<file path="config.mk">
export PLATFORM = sky130hd
export DESIGN_NAME = decode_stage
export DESIGN_NICKNAME = d
export VERILOG_FILES = /design/src/rtl/mips_pkg.sv /design/src/rtl/decode_ctrl.sv /design/src/rtl/decode_stage.sv
export SDC_FILE = /design/constraint.sdc
export NUM_CORES = 1
export LEC_CHECK = 0
export ABC_AREA = 1
export CORE_AREA = 3 3 193 195
export CTS_CLUSTER_DIAMETER = 60
export DETAILED_ROUTE_END_ITERATION = 12
export DIE_AREA = 0 0 196 198
export PLACE_DENSITY = 0.66
export SETUP_SLACK_MARGIN = 0.15
export SLEW_MARGIN = 20
export SYNTH_ARGS = -nofsm -noshare
export SYNTH_HDL_FRONTEND = slang
export SYNTH_SLANG_ARGS = --single-unit
</file>
<file path="constraint.sdc">
create_clock -name clk -period 3 [get_ports clk]
set_input_delay 0.75 -clock clk [delete_from_list [all_inputs] [get_ports clk]]
set_output_delay 0.75 -clock clk [all_outputs]
set_load 0.05 [all_outputs]
</file>
<file path="src/rtl/mips_pkg.sv">
// Shared MIPS core types: ALU operations, decode selectors, opcode/funct encodings.
package mips_pkg;

  typedef enum logic [3:0] {
    ALU_NOP,
    ALU_ADD,
    ALU_SUB,
    ALU_AND,
    ALU_OR,
    ALU_SLT,
    ALU_SLL,
    ALU_SRL,
    ALU_LUI,
    ALU_LINK
  } alu_op_t;

  typedef enum logic [2:0] {
    IMM_NONE,
    IMM_SIGN,
    IMM_ZERO,
    IMM_LUI,
    IMM_SHAMT,
    IMM_LINK
  } imm_sel_t;

  typedef enum logic [1:0] {
    DEST_NONE,
    DEST_RD,
    DEST_RT,
    DEST_RA
  } dest_sel_t;

  typedef struct packed {
    alu_op_t   op;
    imm_sel_t  imm_sel;
    dest_sel_t dest_sel;
    logic      wr;
    logic      load;
    logic      store;
    logic      uses_rs;
    logic      uses_rt;
    logic      is_branch;
  } ctrl_t;

  localparam logic [5:0] OP_RTYPE = 6'd0;
  localparam logic [5:0] OP_J     = 6'd2;
  localparam logic [5:0] OP_JAL   = 6'd3;
  localparam logic [5:0] OP_BEQ   = 6'd4;
  localparam logic [5:0] OP_BNE   = 6'd5;
  localparam logic [5:0] OP_ADDIU = 6'd9;
  localparam logic [5:0] OP_SLTI  = 6'd10;
  localparam logic [5:0] OP_ANDI  = 6'd12;
  localparam logic [5:0] OP_ORI   = 6'd13;
  localparam logic [5:0] OP_LUI   = 6'd15;
  localparam logic [5:0] OP_LW    = 6'd35;
  localparam logic [5:0] OP_SW    = 6'd43;

  localparam logic [5:0] FN_SLL  = 6'd0;
  localparam logic [5:0] FN_SRL  = 6'd2;
  localparam logic [5:0] FN_JR   = 6'd8;
  localparam logic [5:0] FN_ADDU = 6'd33;
  localparam logic [5:0] FN_SUBU = 6'd35;
  localparam logic [5:0] FN_AND  = 6'd36;
  localparam logic [5:0] FN_OR   = 6'd37;
  localparam logic [5:0] FN_SLT  = 6'd42;

  localparam logic [4:0] REG_RA = 5'd31;

endpackage

</file>
<file path="src/rtl/decode_ctrl.sv">
// Combinational instruction decoder: opcode/funct to control bundle.
// Anything outside the supported subset falls through as a non-writing nop.
module decode_ctrl
  import mips_pkg::*;
(
  input  logic [5:0] opcode,
  input  logic [5:0] funct,
  output ctrl_t      ctrl
);

  always_comb begin
    ctrl = '0;
    case (opcode)
      OP_RTYPE: begin
        case (funct)
          FN_SLL, FN_SRL: begin
            ctrl.op       = (funct == FN_SLL) ? ALU_SLL : ALU_SRL;
            ctrl.imm_sel  = IMM_SHAMT;
            ctrl.dest_sel = DEST_RD;
            ctrl.wr       = 1'b1;
            ctrl.uses_rt  = 1'b1;
          end
          FN_JR: begin
            ctrl.uses_rs   = 1'b1;
            ctrl.is_branch = 1'b1;
          end
          FN_ADDU, FN_SUBU, FN_AND, FN_OR, FN_SLT: begin
            case (funct)
              FN_ADDU: ctrl.op = ALU_ADD;
              FN_SUBU: ctrl.op = ALU_SUB;
              FN_AND:  ctrl.op = ALU_AND;
              FN_OR:   ctrl.op = ALU_OR;
              default: ctrl.op = ALU_SLT;
            endcase
            ctrl.dest_sel = DEST_RD;
            ctrl.wr       = 1'b1;
            ctrl.uses_rs  = 1'b1;
            ctrl.uses_rt  = 1'b1;
          end
          default: ;
        endcase
      end
      OP_ADDIU, OP_SLTI, OP_ANDI, OP_ORI: begin
        case (opcode)
          OP_ADDIU: ctrl.op = ALU_ADD;
          OP_SLTI:  ctrl.op = ALU_SLT;
          OP_ANDI:  ctrl.op = ALU_AND;
          default:  ctrl.op = ALU_OR;
        endcase
        ctrl.imm_sel  = (opcode == OP_ANDI || opcode == OP_ORI) ? IMM_ZERO : IMM_SIGN;
        ctrl.dest_sel = DEST_RT;
        ctrl.wr       = 1'b1;
        ctrl.uses_rs  = 1'b1;
      end
      OP_LUI: begin
        ctrl.op       = ALU_LUI;
        ctrl.imm_sel  = IMM_LUI;
        ctrl.dest_sel = DEST_RT;
        ctrl.wr       = 1'b1;
      end
      OP_LW: begin
        ctrl.op       = ALU_ADD;
        ctrl.imm_sel  = IMM_SIGN;
        ctrl.dest_sel = DEST_RT;
        ctrl.wr       = 1'b1;
        ctrl.load     = 1'b1;
        ctrl.uses_rs  = 1'b1;
      end
      OP_SW: begin
        ctrl.op      = ALU_ADD;
        ctrl.imm_sel = IMM_SIGN;
        ctrl.store   = 1'b1;
        ctrl.uses_rs = 1'b1;
        ctrl.uses_rt = 1'b1;
      end
      OP_BEQ, OP_BNE: begin
        ctrl.op        = ALU_SUB;
        ctrl.imm_sel   = IMM_SIGN;
        ctrl.uses_rs   = 1'b1;
        ctrl.uses_rt   = 1'b1;
        ctrl.is_branch = 1'b1;
      end
      OP_JAL: begin
        ctrl.op       = ALU_LINK;
        ctrl.imm_sel  = IMM_LINK;
        ctrl.dest_sel = DEST_RA;
        ctrl.wr       = 1'b1;
      end
      default: ;
    endcase
  end

endmodule

</file>
<file path="src/rtl/decode_stage.sv">
// ID stage: IF/ID register, operand forwarding, hazard detection and the ID/EX register.
// Branch operands are resolved here, so branches need results one stage earlier than ALU ops.
module decode_stage
  import mips_pkg::*;
(
  input  logic        clk,
  input  logic        reset,
  input  logic [31:0] pc_in,
  input  logic [31:0] instr_in,
  output logic [4:0]  rs_addr,
  output logic [4:0]  rt_addr,
  input  logic [31:0] rs_data,
  input  logic [31:0] rt_data,
  input  logic        ex_wr,
  input  logic        mem_wr,
  input  logic        wb_wr,
  input  logic [4:0]  ex_rd,
  input  logic [4:0]  mem_rd,
  input  logic [4:0]  wb_rd,
  input  logic        ex_load,
  input  logic        mem_load,
  input  logic [31:0] ex_res,
  input  logic [31:0] mem_res,
  input  logic [31:0] wb_res,
  output logic [31:0] prev,
  output logic [31:0] prev_pc,
  output logic        eq,
  output logic [31:0] vs,
  output logic        stall,
  output logic        id_valid,
  output logic [31:0] id_pc,
  output logic [31:0] id_a,
  output logic [31:0] id_b,
  output logic [31:0] id_imm,
  output alu_op_t     id_op,
  output logic [4:0]  id_dest,
  output logic        id_wr,
  output logic        id_load,
  output logic        id_store
);

  logic [31:0] ifid_pc, ifid_instr;
  logic [31:0] fwd_rs, fwd_rt, imm;
  logic [4:0]  rd, dest;
  logic [15:0] imm16;
  logic        load_use, branch_hazard;
  ctrl_t       ctrl;

  assign rs_addr = ifid_instr[25:21];
  assign rt_addr = ifid_instr[20:16];
  assign rd      = ifid_instr[15:11];
  assign imm16   = ifid_instr[15:0];

  decode_ctrl u_ctrl (
    .opcode (ifid_instr[31:26]),
    .funct  (ifid_instr[5:0]),
    .ctrl   (ctrl)
  );

  // Loads in EX/MEM have no data yet, so they are skipped here and covered by stalls.
  function automatic logic [31:0] forward(input logic [4:0] r, input logic [31:0] file_data);
    if (r == 5'd0)                             return 32'd0;
    else if (ex_wr && ex_rd == r && !ex_load)  return ex_res;
    else if (mem_wr && mem_rd == r && !mem_load) return mem_res;
    else if (wb_wr && wb_rd == r)              return wb_res;
    else                                       return file_data;
  endfunction

  function automatic logic hit(input logic [4:0] r, input logic writer, input logic [4:0] dst);
    return (r != 5'd0) && writer && (dst == r);
  endfunction

  assign fwd_rs = forward(rs_addr, rs_data);
  assign fwd_rt = forward(rt_addr, rt_data);

  assign load_use = (ctrl.uses_rs && hit(rs_addr, ex_wr && ex_load, ex_rd)) ||
                    (ctrl.uses_rt && hit(rt_addr, ex_wr && ex_load, ex_rd));
  assign branch_hazard = ctrl.is_branch &&
    ((ctrl.uses_rs && (hit(rs_addr, ex_wr, ex_rd) || hit(rs_addr, mem_wr && mem_load, mem_rd))) ||
     (ctrl.uses_rt && (hit(rt_addr, ex_wr, ex_rd) || hit(rt_addr, mem_wr && mem_load, mem_rd))));
  assign stall = load_use || branch_hazard;

  assign prev    = stall ? 32'd0 : ifid_instr;
  assign prev_pc = ifid_pc;
  assign eq      = (fwd_rs == fwd_rt);
  assign vs      = fwd_rs;

  always_comb begin
    case (ctrl.imm_sel)
      IMM_SIGN:  imm = {{16{imm16[15]}}, imm16};
      IMM_ZERO:  imm = {16'd0, imm16};
      IMM_LUI:   imm = {imm16, 16'd0};
      IMM_SHAMT: imm = {27'd0, ifid_instr[10:6]};
      IMM_LINK:  imm = ifid_pc + 32'd8;
      default:   imm = 32'd0;
    endcase
  end

  always_comb begin
    case (ctrl.dest_sel)
      DEST_RD: dest = rd;
      DEST_RT: dest = rt_addr;
      DEST_RA: dest = REG_RA;
      default: dest = 5'd0;
    endcase
  end

  always_ff @(posedge clk) begin
    if (reset) begin
      ifid_pc    <= 32'd0;
      ifid_instr <= 32'd0;
    end else if (!stall) begin
      ifid_pc    <= pc_in;
      ifid_instr <= instr_in;
    end
  end

  // A stall injects a fully cleared bubble while IF/ID holds the waiting instruction.
  always_ff @(posedge clk) begin
    if (reset || stall) begin
      id_valid <= 1'b0;
      id_pc    <= 32'd0;
      id_a     <= 32'd0;
      id_b     <= 32'd0;
      id_imm   <= 32'd0;
      id_op    <= ALU_NOP;
      id_dest  <= 5'd0;
      id_wr    <= 1'b0;
      id_load  <= 1'b0;
      id_store <= 1'b0;
    end else begin
      id_valid <= (ifid_instr != 32'd0);
      id_pc    <= ifid_pc;
      id_a     <= fwd_rs;
      id_b     <= fwd_rt;
      id_imm   <= imm;
      id_op    <= ctrl.op;
      id_dest  <= dest;
      id_wr    <= ctrl.wr && (dest != 5'd0);
      id_load  <= ctrl.load;
      id_store <= ctrl.store;
    end
  end

endmodule

</file>
### Word level (Yosys, flattened, before mapping)

Index checks and enable logic that the tools add are counted.

| storage, ports and cells | value |
|---|---|
| register bits after elaboration | 205 |
| input port bits | 246 |
| output and inout bits | 249 |
| logic and storage cells | 130 |

| cells by class | value |
|---|---|
| $add $sub $neg | 1 |
| equality and inequality tests | 32 |
| muxes and demuxes | 28 |
| reduce and logical (&&, ||, !) cells | 57 |

Operators with widths:

| operator | number |
|---|---|
| $mux W32 | 9 |
| $pmux W32 S5 | 1 |
| $eq A6 B6 Y1 const B | 7 |
| $pmux W7 S6 | 1 |
| $eq A6 B4 Y1 const B | 6 |
| $add A32 B4 Y32 const B | 1 |
| $eq A32 B32 Y1 | 1 |
| $reduce_bool A32 Y1 | 1 |
| $eq A5 B5 Y1 | 6 |
| $logic_and A1 B1 Y1 | 30 |
| $pmux W3 S3 | 2 |
| $pmux W5 S3 | 1 |
| $reduce_bool A5 Y1 | 3 |
| $eq A6 B2 Y1 const B | 2 |
| $eq A6 B3 Y1 const B | 2 |
| $logic_not A6 Y1 | 2 |
| $pmux W3 S4 | 1 |
| $reduce_or A6 Y1 | 2 |
| $logic_not A5 Y1 | 2 |
| $pmux W4 S2 | 1 |
| $reduce_or A8 Y1 | 1 |
| $logic_or A1 B1 Y1 | 7 |
| $reduce_or A7 Y1 | 1 |
| $eq A3 B2 Y1 const B | 2 |
| other kinds (13) | 26 |

### Longest topological paths before layout

Gate-level depths: netlist (run 1).

| logic depth | value |
|---|---|
| depth in word-level cells | 9 |
| depth in mapped cells | 19 |
| gate-level depth less buffers | 19 |

### Hierarchy

From an unflattened synthesis (run 1), not the netlist that was laid out.

| second synthesis, totals | value |
|---|---|
| cells, all modules | 1984 |
| area total of the unflattened synthesis | 12338.1 um2 |

By module, submodules not included:

| module | times used | cells an instance | area an instance (um2) | sequential area each (um2) |
|---|---|---|---|---|
| decode_stage | 1 | 1897 | 11913.9 | 4103.9 |
| decode_ctrl | 1 | 87 | 424.2 | 0.0 |

### Worst setup path after synthesis (run 1)

No wires, ideal clock.

| timing | value |
|---|---|
| path kind | input-to-output |
| from | input mem_rd[4] |
| to | output eq |
| arrival time | 3.284 ns |
| data required time | 2.250 ns |
| setup slack | -1.034 ns |
| cell stages on the path | 16 |
| buffers on the path | 1 |
| cells stage by stage | xnor2_1 > nand3_1 > nor2_1 > buf_2 > nand3_1 > nand2_1 > nor2_1 > nor2_1 > nand2_1 > nand2_1 > nand2_1 > clkinv_1 > nand2_1 > nor2_1 > nand2_1 > nor2_1 |

| on the way | value |
|---|---|
| word-level cells in the longest chain between the ends | 7 |
| elaborated cells between the ends (all ways) | 13 |
| classes of those cells | eq/ne: 3; mux: 6; reduce/logical: 4 |

Ends and longest elaborated chain:

| element | line | RTL |
|---|---|---|
| start: declaration | decode_stage.sv:18 | `input logic [4:0] mem_rd,` |
| $eq A5 B5 Y1 | decode_stage.sv:64 | `else if (mem_wr && mem_rd == r && !mem_load) return mem_res;` |
| $logic_and A1 B1 Y1 (2 in series) | decode_stage.sv:64 |  |
| $mux W32 | decode_stage.sv:64 |  |
| $mux W32 | decode_stage.sv:63 | `else if (ex_wr && ex_rd == r && !ex_load) return ex_res;` |
| $mux W32 | decode_stage.sv:62 | `if (r == 5'd0) return 32'd0;` |
| via vs[0] | decode_stage.sv:28 | `output logic [31:0] vs,` |
| $eq A32 B32 Y1 | decode_stage.sv:85 | `assign eq = (fwd_rs == fwd_rt);` |
| end: declaration | decode_stage.sv:27 | `output logic eq,` |

The timed path passes the listed nets, and every way through them passes these cells.

### Final worst setup path (run 1)

| timing | value |
|---|---|
| from | input ex_rd[4] |
| to | output eq |

| on the way | value |
|---|---|
| word-level cells in the longest chain between the ends | 6 |
| elaborated cells between the ends (all ways) | 11 |
| classes of those cells | eq/ne: 3; mux: 4; reduce/logical: 4 |

Ends and longest elaborated chain:

| element | line | RTL |
|---|---|---|
| start: declaration | decode_stage.sv:17 | `input logic [4:0] ex_rd,` |
| $eq A5 B5 Y1 | decode_stage.sv:63 |  |
| $logic_and A1 B1 Y1 (2 in series) | decode_stage.sv:63 |  |
| $mux W32 | decode_stage.sv:63 |  |
| $mux W32 | decode_stage.sv:62 |  |
| $eq A32 B32 Y1 * | decode_stage.sv:85 |  |

Mark *: on every way between the ends. The rest lies on a longest branch, timed or not.

==> results of run 1 <==
[kinds of logic (layout without fill, tap and decap cells)]
| kind of cell | Yosys count | in the layout |
|---|---|---|
| DFF | 205 | 205 |
| AOI/OAI and AO/OA | 227 | 227 |
| adders and majority gates | 1 | 1 |
| and+or+nand+nor | 1378 | 1378 |
| other | 0 | 9 |
| buffers and inverters | 333 | 1187 |
| xor gates and xnor gates | 8 | 8 |
[cells in the mapped netlist, drive strengths merged, types with 6 or more instances]
| cell | number | area share, % |
|---|---|---|
| nor2 | 645 | 20 |
| a21oi | 49 | 2.0 |
| nand4 | 20 | 1.0 |
| o22ai | 9 | 0.46 |
| nand2 | 582 | 18 |
| clkbuf | 32 | 0.97 |
| buf | 79 | 4.2 |
| nand3 | 103 | 4.3 |
| dfxtp | 205 | 33 |
| nor3 | 23 | 1.1 |
| xor2 | 6 | 0.43 |
| o21ai | 147 | 6.0 |
| inv | 220 | 6.7 |
[critical path, delay by kind of cell]
kind            cells  cell delay [ps]
simple gates       12             1190
buf+inv             7             1090
compound gates      1              180
[registers in the layout, summed over array words and instances (netlist names)]
signal / count
id_a: 32
id_b: 32
id_dest: 5
id_imm: 32
id_load: 1
id_op: 4
id_pc: 32
id_store: 1
id_valid: 1
id_wr: 1
ifid_instr: 32
prev_pc: 32
[report_power, final]
group	switching [mW]	leakage [nW]	internal, mW
combinational	2.08	9.48	1.57
sequential	0.101	1.70	2.87
clock	1.30	0.413	1.85
total	3.48	11.6	6.29
[layer usage]
metal  GRT usage (%)  wire length (um)  vias up  share of wire [%]
met4            21.3              5590        2                7.6
met5               0                 9        -              0.012
met1            41.0             26700     8354                 36
met2            60.3             34000     1104                 46
met3            8.61              7110      302                9.7
li1                -                 -     8343                  -
[layout by cell type, fill, tap and decap left out, drive strengths merged]
master         Yosys  routed
clkinv             2       7
dlygate4sd2        0       8
bufinv             0       1
a21oi             49      49
a221oi             3       3
a22oi              1       1
a32oi              3       3
o211ai             3       3
ha                 1       1
a31oi              3       3
xor2               6       6
clkdlybuf4s15      0       8
o32ai              1       1
nand3b             1       1
dfxtp            205     205
nand3            103     103
buf               79     490
nor4               2       2
nand4             20      20
clkbuf            32      40
o21ai            147     147
o22ai              9       9
bufbuf             0       1
nor3b              1       1
nor2             645     645
clkinvlp           0       4
diode              0       9
inv              220     219
a311oi             3       3
nor3              23      23
xnor2              2       2
nand2            582     582
clkdlybuf4s50      0     409
a211oi             5       5
or3                1       1
[worst paths after layout]
path                       from  cells after the start  slack (ps)  endpoint
setup / recovery       ex_rd[4]                     20        -980        eq
hold / removal       prev_pc[4]                      2         500  id_pc[4]
setup reg to reg  ifid_instr[5]                     18         250   id_b[3]
hold reg to reg      prev_pc[4]                      2         500  id_pc[4]
[what timing repair did]
item                                    in CTS  in global routing
resized for setup                          475                152
pin swaps                                   91                 76
cloned                                      26                  1
buffers inserted                            89                 19
hold endpoints to repair                     0                  0
endpoints found under the setup margin     145                155
hold buffers                                 0                  0
[layout make-up]
type,count,area (sq um)
well taps,461,577
multi-input cells,1614,8690
inverters,222,846
clock inverters,9,90.1
fillers,2890,10600
diodes,9,22.5
clock buffers,36,759
repair buffers,920,9820
flip-flops and latches,205,4150
[stage by stage]
stage / hold WS [ps] / cell area (sq um) / TNS, ps
finish: 500 / 25000 / -24220
detailed placement: 492 / 20400 / -119770
global placement: 482 / 20400 / -115730
floorplan: 459 / 13100 / -200
global route: 534 / 25000 / -29790
CTS: 508 / 24200 / -20830
==> results.txt, run 1 <==
----------------------------------------------------
[Status]
  Status ... complete, but fails checks
  Violations in the final reports ... setup timing

[Setup path]
  Data required time at the worst endpoint ... 2250 ps
  Cell chain of the critical path ... clkdlybuf4s15_1 > inv_1 > nand2_1 > nand2_2 > nor3_2 > buf_4 > nand3_4 > buf_12 > buf_16 > buf_6 > o21ai_4 > nor2_4 > nand2_1 > nand2_1 > nor2_1 > nand2_1 > nor2_1 > nand2_2 > nor2_4 > buf_12
  Maximum single-stage delay on the critical path ... 240 ps
  Startpoint types ... input port
  Kind of end point of the critical path ... output port
  Peak fanout along the critical path ... 8
  Critical path arrival ... 3230 ps
  Type of the worst setup path ... in2out
  Highest-delay cell along the critical path ... sky130_fd_sc_hd__clkdlybuf4s15_1
  Critical Path Most Common Cell ... sky130_fd_sc_hd__nand2_1

[Routing]
  Routed length per instance ... 21.1 um
  DRT Pass-1 Iters ... 6
  DRC viols ... 0
  Number of violations reported at the end of detailed-routing iteration 0 ... 1,734
  Overall via count from detail_route ... 18,105
  Via-per-instance ratio ... 5.21
  Wire length after detailed routing ... 73.4 mm
  Post-DRT Antenna Nets ... 0

[Synth]
  Mapped Cells ... 2,152
  Ys async rst share ... 0%
  Syn nets ... 2,399
  Mean post-synth cell area ... 5.75 sq um
  Ys Warns ... 0
  EDFF count, synth ... 0
  Flip-flop cell with the highest count after synthesis ... sky130_fd_sc_hd__dfxtp_1
  Post-synthesis sequential area ratio ... 33.2%
  FF+latch count, synth ... 205
  Post-synthesis mux area share ... 0%
  Summed instance area of the synthesized netlist ... 12,400 sq um
  Synthesized-area fraction occupied by ao, oa, aoi and oai cells ... 9.80%
  Post-synthesis xor/xnor area fraction ... 0.567%
  Simple-gate portion of the synthesized area ... 44.4%
  Adder-cell share of the synthesized area ... 0.101%
  Combinational family with the most area after synthesis ... simple AND/OR/NAND/NOR gates
  Number of library cell types mapped by synthesis ... 39

[Global routing]
  Total global routing track utilization ... 35.6%
  Via count of the first global-routing pass ... 18,048
  Antenna violations before repair ... 9
  Remaining global-route overflow ... 0
  Global-route wire length before repair ... 107 mm
  Largest net degree at the start of global routing ... 65

[Cells and area]
  Util after Layout ... 70.2%
  Area overhead of the layout relative to synthesis ... 102%
  Layout cell share with drive strength beyond 1 ... 31.5%
  Final-stage net count ... 3,237
  Finished Layout Cells ... 3,476

[Die]
  Placement Rows ... 69
  Num ports ... 495
  Initial Util ... 34.8%
  Floorplan core area ... 35,600 sq um
  Die footprint ... 38,800 sq um
  Vertical die dimension ... 198 um
  Die width ... 196 um

[Clock tree]
  Clock tree from TritonCTS ... yes
  Number of buffers between clock root and the deepest sink ... 3
  Clock latency on the worst-skew pair ... 560 ps
  Clock buffers created by TritonCTS ... 27
  Maximum level of the CTS H-tree ... 1
  Library cell used as clock root buffer ... sky130_fd_sc_hd__clkbuf_16
  Clock-pin slew on the worst setup and hold paths ... 60 ps
  Number of sinks driven by the clock tree ... 205

[Pwr]
  Leakage component of the power ... 11.6 nW
  Peak supply drop ... 0.471 mV
  Power density normalized to cell area ... 391 nW/um^2
  Total power after layout ... 9.77 mW

[Flow run]
  Count of max-cap constraint violations ... 0

[Timing]
  Min Clock Period, post-route ... 3980 ps
  Fmax achieved ... 0.251 GHz
  Transition time of the tightest slew-check pin ... 791 ps
  Count of pins over their slew limit ... 0
  Setup repair after global routing missed its margin ... true
  Number of setup violations in the final report ... 65
  Final hold viol count ... 0
  Worst max-slew margin expressed relative to the limit ... 47.3%
  Largest clock skew in the final design ... 10.9 ps
  Slack of the critical path ... -980 ps
  Final period utilization ... 133%

[Place]
  Final HPWL DP ... 49.2 mm
  Worst slack at placement ... -1400 ps
  # placed instances ... 3,287
  Count of buffers from port buffering ... 494
  Gp weighted congestion ... 0.966

[Min path]
  Tightest Hold Check Type ... reg2reg

----------------------------------------------------
(Power assumes the default switching activity.)
==> inputs of run 2 (changes only) <==
--- a/config.mk
+++ b/config.mk
@@ -6,7 +6,9 @@
 export NUM_CORES = 1
 export LEC_CHECK = 0
 export ABC_AREA = 1
+export CAP_MARGIN = 30
 export CORE_AREA = 3 3 193 195
+export CTS_BUF_LIST = sky130_fd_sc_hd__clkbuf_16
 export CTS_CLUSTER_DIAMETER = 60
 export DETAILED_ROUTE_END_ITERATION = 12
 export DIE_AREA = 0 0 196 198
==> results.txt, run 2 (same netlist as run 1, synthesis figures left out) <==
----------------------------------------------------
[Cells and area]
  FF+latch area ... 4150 sq um
  Layout cell share with drive strength beyond 1 ... 32.4%
  Area of the multi-input gates ... 8800 sq um
  Count of fill cells added during filler insertion ... 2,903
  Util after Layout ... 70.3%
  Final-stage net count ... 3,247
  Area overhead of the layout relative to synthesis ... 102%
  Finished layout cell area ... 25,000 sq um
  Most frequent cells in the layout ... sky130_fd_sc_hd__nand2_1 (482), sky130_fd_sc_hd__nor2_1 (470), sky130_fd_sc_hd__clkdlybuf4s50_1 (409)
  Most common cell after layout, fill and taps aside ... sky130_fd_sc_hd__nand2_1

[Pwr]
  Share of total power consumed by net switching ... 36.2%
  Leakage component of the power ... 11.7 nW
  Switching power total ... 3.51 mW
  Power share of the sequential group ... 30.7%
  Peak supply drop ... 0.467 mV
  Logic pwr share ... 38.2%
  Clock network fraction of design power ... 31.1%
  Internal power summed over all cells ... 6.18 mW
  Total power after layout ... 9.69 mW
  Power density normalized to cell area ... 387 nW/um^2

[Setup path]
  Maximum single-stage delay on the critical path ... 430 ps
  Kind of end point of the critical path ... output port
  Cell chain of the critical path ... buf_12 > inv_2 > nand2_1 > nand2_1 > nor2_2 > nand3_4 > buf_12 > buf_16 > buf_4 > nor2_2 > nor2_4 > o21ai_1 > nand2_1 > nand2_1 > nor2_1 > nand2_1 > nor2_2 > nand2_2 > nor2_4 > buf_12
  Critical path arrival ... 3200 ps
  Data required time at the worst endpoint ... 2250 ps
  Critical Path Most Common Cell ... sky130_fd_sc_hd__nand2_1
  Highest-delay cell along the critical path ... sky130_fd_sc_hd__o21ai_1
  Startpoint types ... flop
  Peak fanout along the critical path ... 6
  Type of the worst setup path ... reg2out

[Die]
  Initial Util ... 34.8%
  Vertical die dimension ... 198 um
  Floorplan core area ... 35,600 sq um
  Die footprint ... 38,800 sq um
  Die width ... 196 um
  Placement Rows ... 69
  Num ports ... 495

[Clock tree]
  Clock tree from TritonCTS ... yes
  Number of sinks driven by the clock tree ... 205
  Maximum level of the CTS H-tree ... 1
  Library cell used as clock root buffer ... sky130_fd_sc_hd__clkbuf_16
  Post-CTS Hold Buffers ... 0
  Clock buffers created by TritonCTS ... 27
  Clock-pin slew on the worst setup and hold paths ... 60 ps
  Clock latency on the worst-skew pair ... 550 ps
  Number of buffers between clock root and the deepest sink ... 3

[Routing]
  Routed length per instance ... 21.2 um
  Wire length after detailed routing ... 73.9 mm
  Overall via count from detail_route ... 18,249
  Post-DRT Antenna Nets ... 0
  Via-per-instance ratio ... 5.24
  DRC viols ... 0
  DRT Pass-1 Iters ... 6
  Number of violations reported at the end of detailed-routing iteration 0 ... 1,634

[Timing]
  Count of pins over their slew limit ... 0
  Transition time of the tightest slew-check pin ... 807 ps
  Final period utilization ... 132%
  Fmax achieved ... 0.253 GHz
  Worst-case hold slack ... 496 ps
  Slack of the critical path ... -945 ps
  Setup repair after global routing missed its margin ... true
  Number of setup violations in the final report ... 66
  Min Clock Period, post-route ... 3950 ps
  Worst max-slew margin expressed relative to the limit ... 46.2%
  Final hold viol count ... 0
  Largest clock skew in the final design ... 11.4 ps

[Status]
  Violations in the final reports ... setup timing
  Status ... complete, but fails checks

[Global routing]
  Antenna violations before repair ... 9
  Via count of the first global-routing pass ... 18,177
  Total global routing track utilization ... 35.8%
  Remaining global-route overflow ... 0
  Largest net degree at the start of global routing ... 65
  Global-route wire length before repair ... 108 mm

[Min path]
  Tightest Hold Check Type ... reg2reg

[Place]
  Final HPWL DP ... 49.2 mm
  Count of buffers from port buffering ... 494
  Instance area at placement ... 20,400 sq um
  Gp weighted congestion ... 0.966
  Worst slack at placement ... -1400 ps

[Flow run]
  Count of max-cap constraint violations ... 0

----------------------------------------------------
-- run 2: worst max-delay path, delay by kind of cell (launching register included) --
kind / cells / cell delay, ps
and+or+nand+nor: 13 / 1090
buffers and inverters: 6 / 790
AOI/OAI and AO/OA: 1 / 430
DFF: 1 / 340
-- run 2: worst paths after layout --
path                       start  endpoint  slack [ps]  cells past startpoint
hold / removal        prev_pc[4]  id_pc[4]         500                      2
setup reg to reg  ifid_instr[23]  id_a[20]        -820                     31
setup / recovery  ifid_instr[19]        eq        -950                     20
hold reg to reg       prev_pc[4]  id_pc[4]         500                      2
-- run 2: metrics by stage --
stage	setup TNS, ps	cells
6_report	-25620	3484
4_1_cts	-20870	3454
2_1_floorplan	-200	2152
3_5_place_dp	-119770	3287
5_1_grt	-30870	3484
3_3_place_gp	-115730	3287
-- run 2: layer usage --
metal / share of wire (%) / GRT usage (%)
met5: 0.031 / 0
met3: 10 / 9.19
met1: 36 / 41.1
met4: 7.7 / 22.8
met2: 46 / 59.8
-- run 2: layout make-up --
| type | instances | share of cell area, % |
|---|---|---|
| well taps | 461 | 2.31 |
| flip-flops and latches | 205 | 16.6 |
| diodes | 7 | 0.0701 |
| multi-input cells | 1614 | 35.2 |
| inverters | 222 | 3.40 |
| clock inverters | 18 | 0.495 |
| repair buffers | 930 | 39.3 |
| clock buffers | 27 | 2.70 |
-- run 2: what timing repair did --
action	4_1_cts	5_1_grt
cloned	25	2
buffers inserted	97	21
resized for setup	503	169
pin swaps	96	87
endpoints found under the setup margin	145	93
-- run 2: power groups by stage --
stage	Combinational [mW]	Sequential (mW)	Clock, mW
finish	3.70	2.97	3.01
global route	3.88	2.98	3.15
CTS	3.51	2.97	3.04
detailed placement	3.07	3.02	0
global placement	3.06	3.02	0
floorplan	1.19	3.42	0
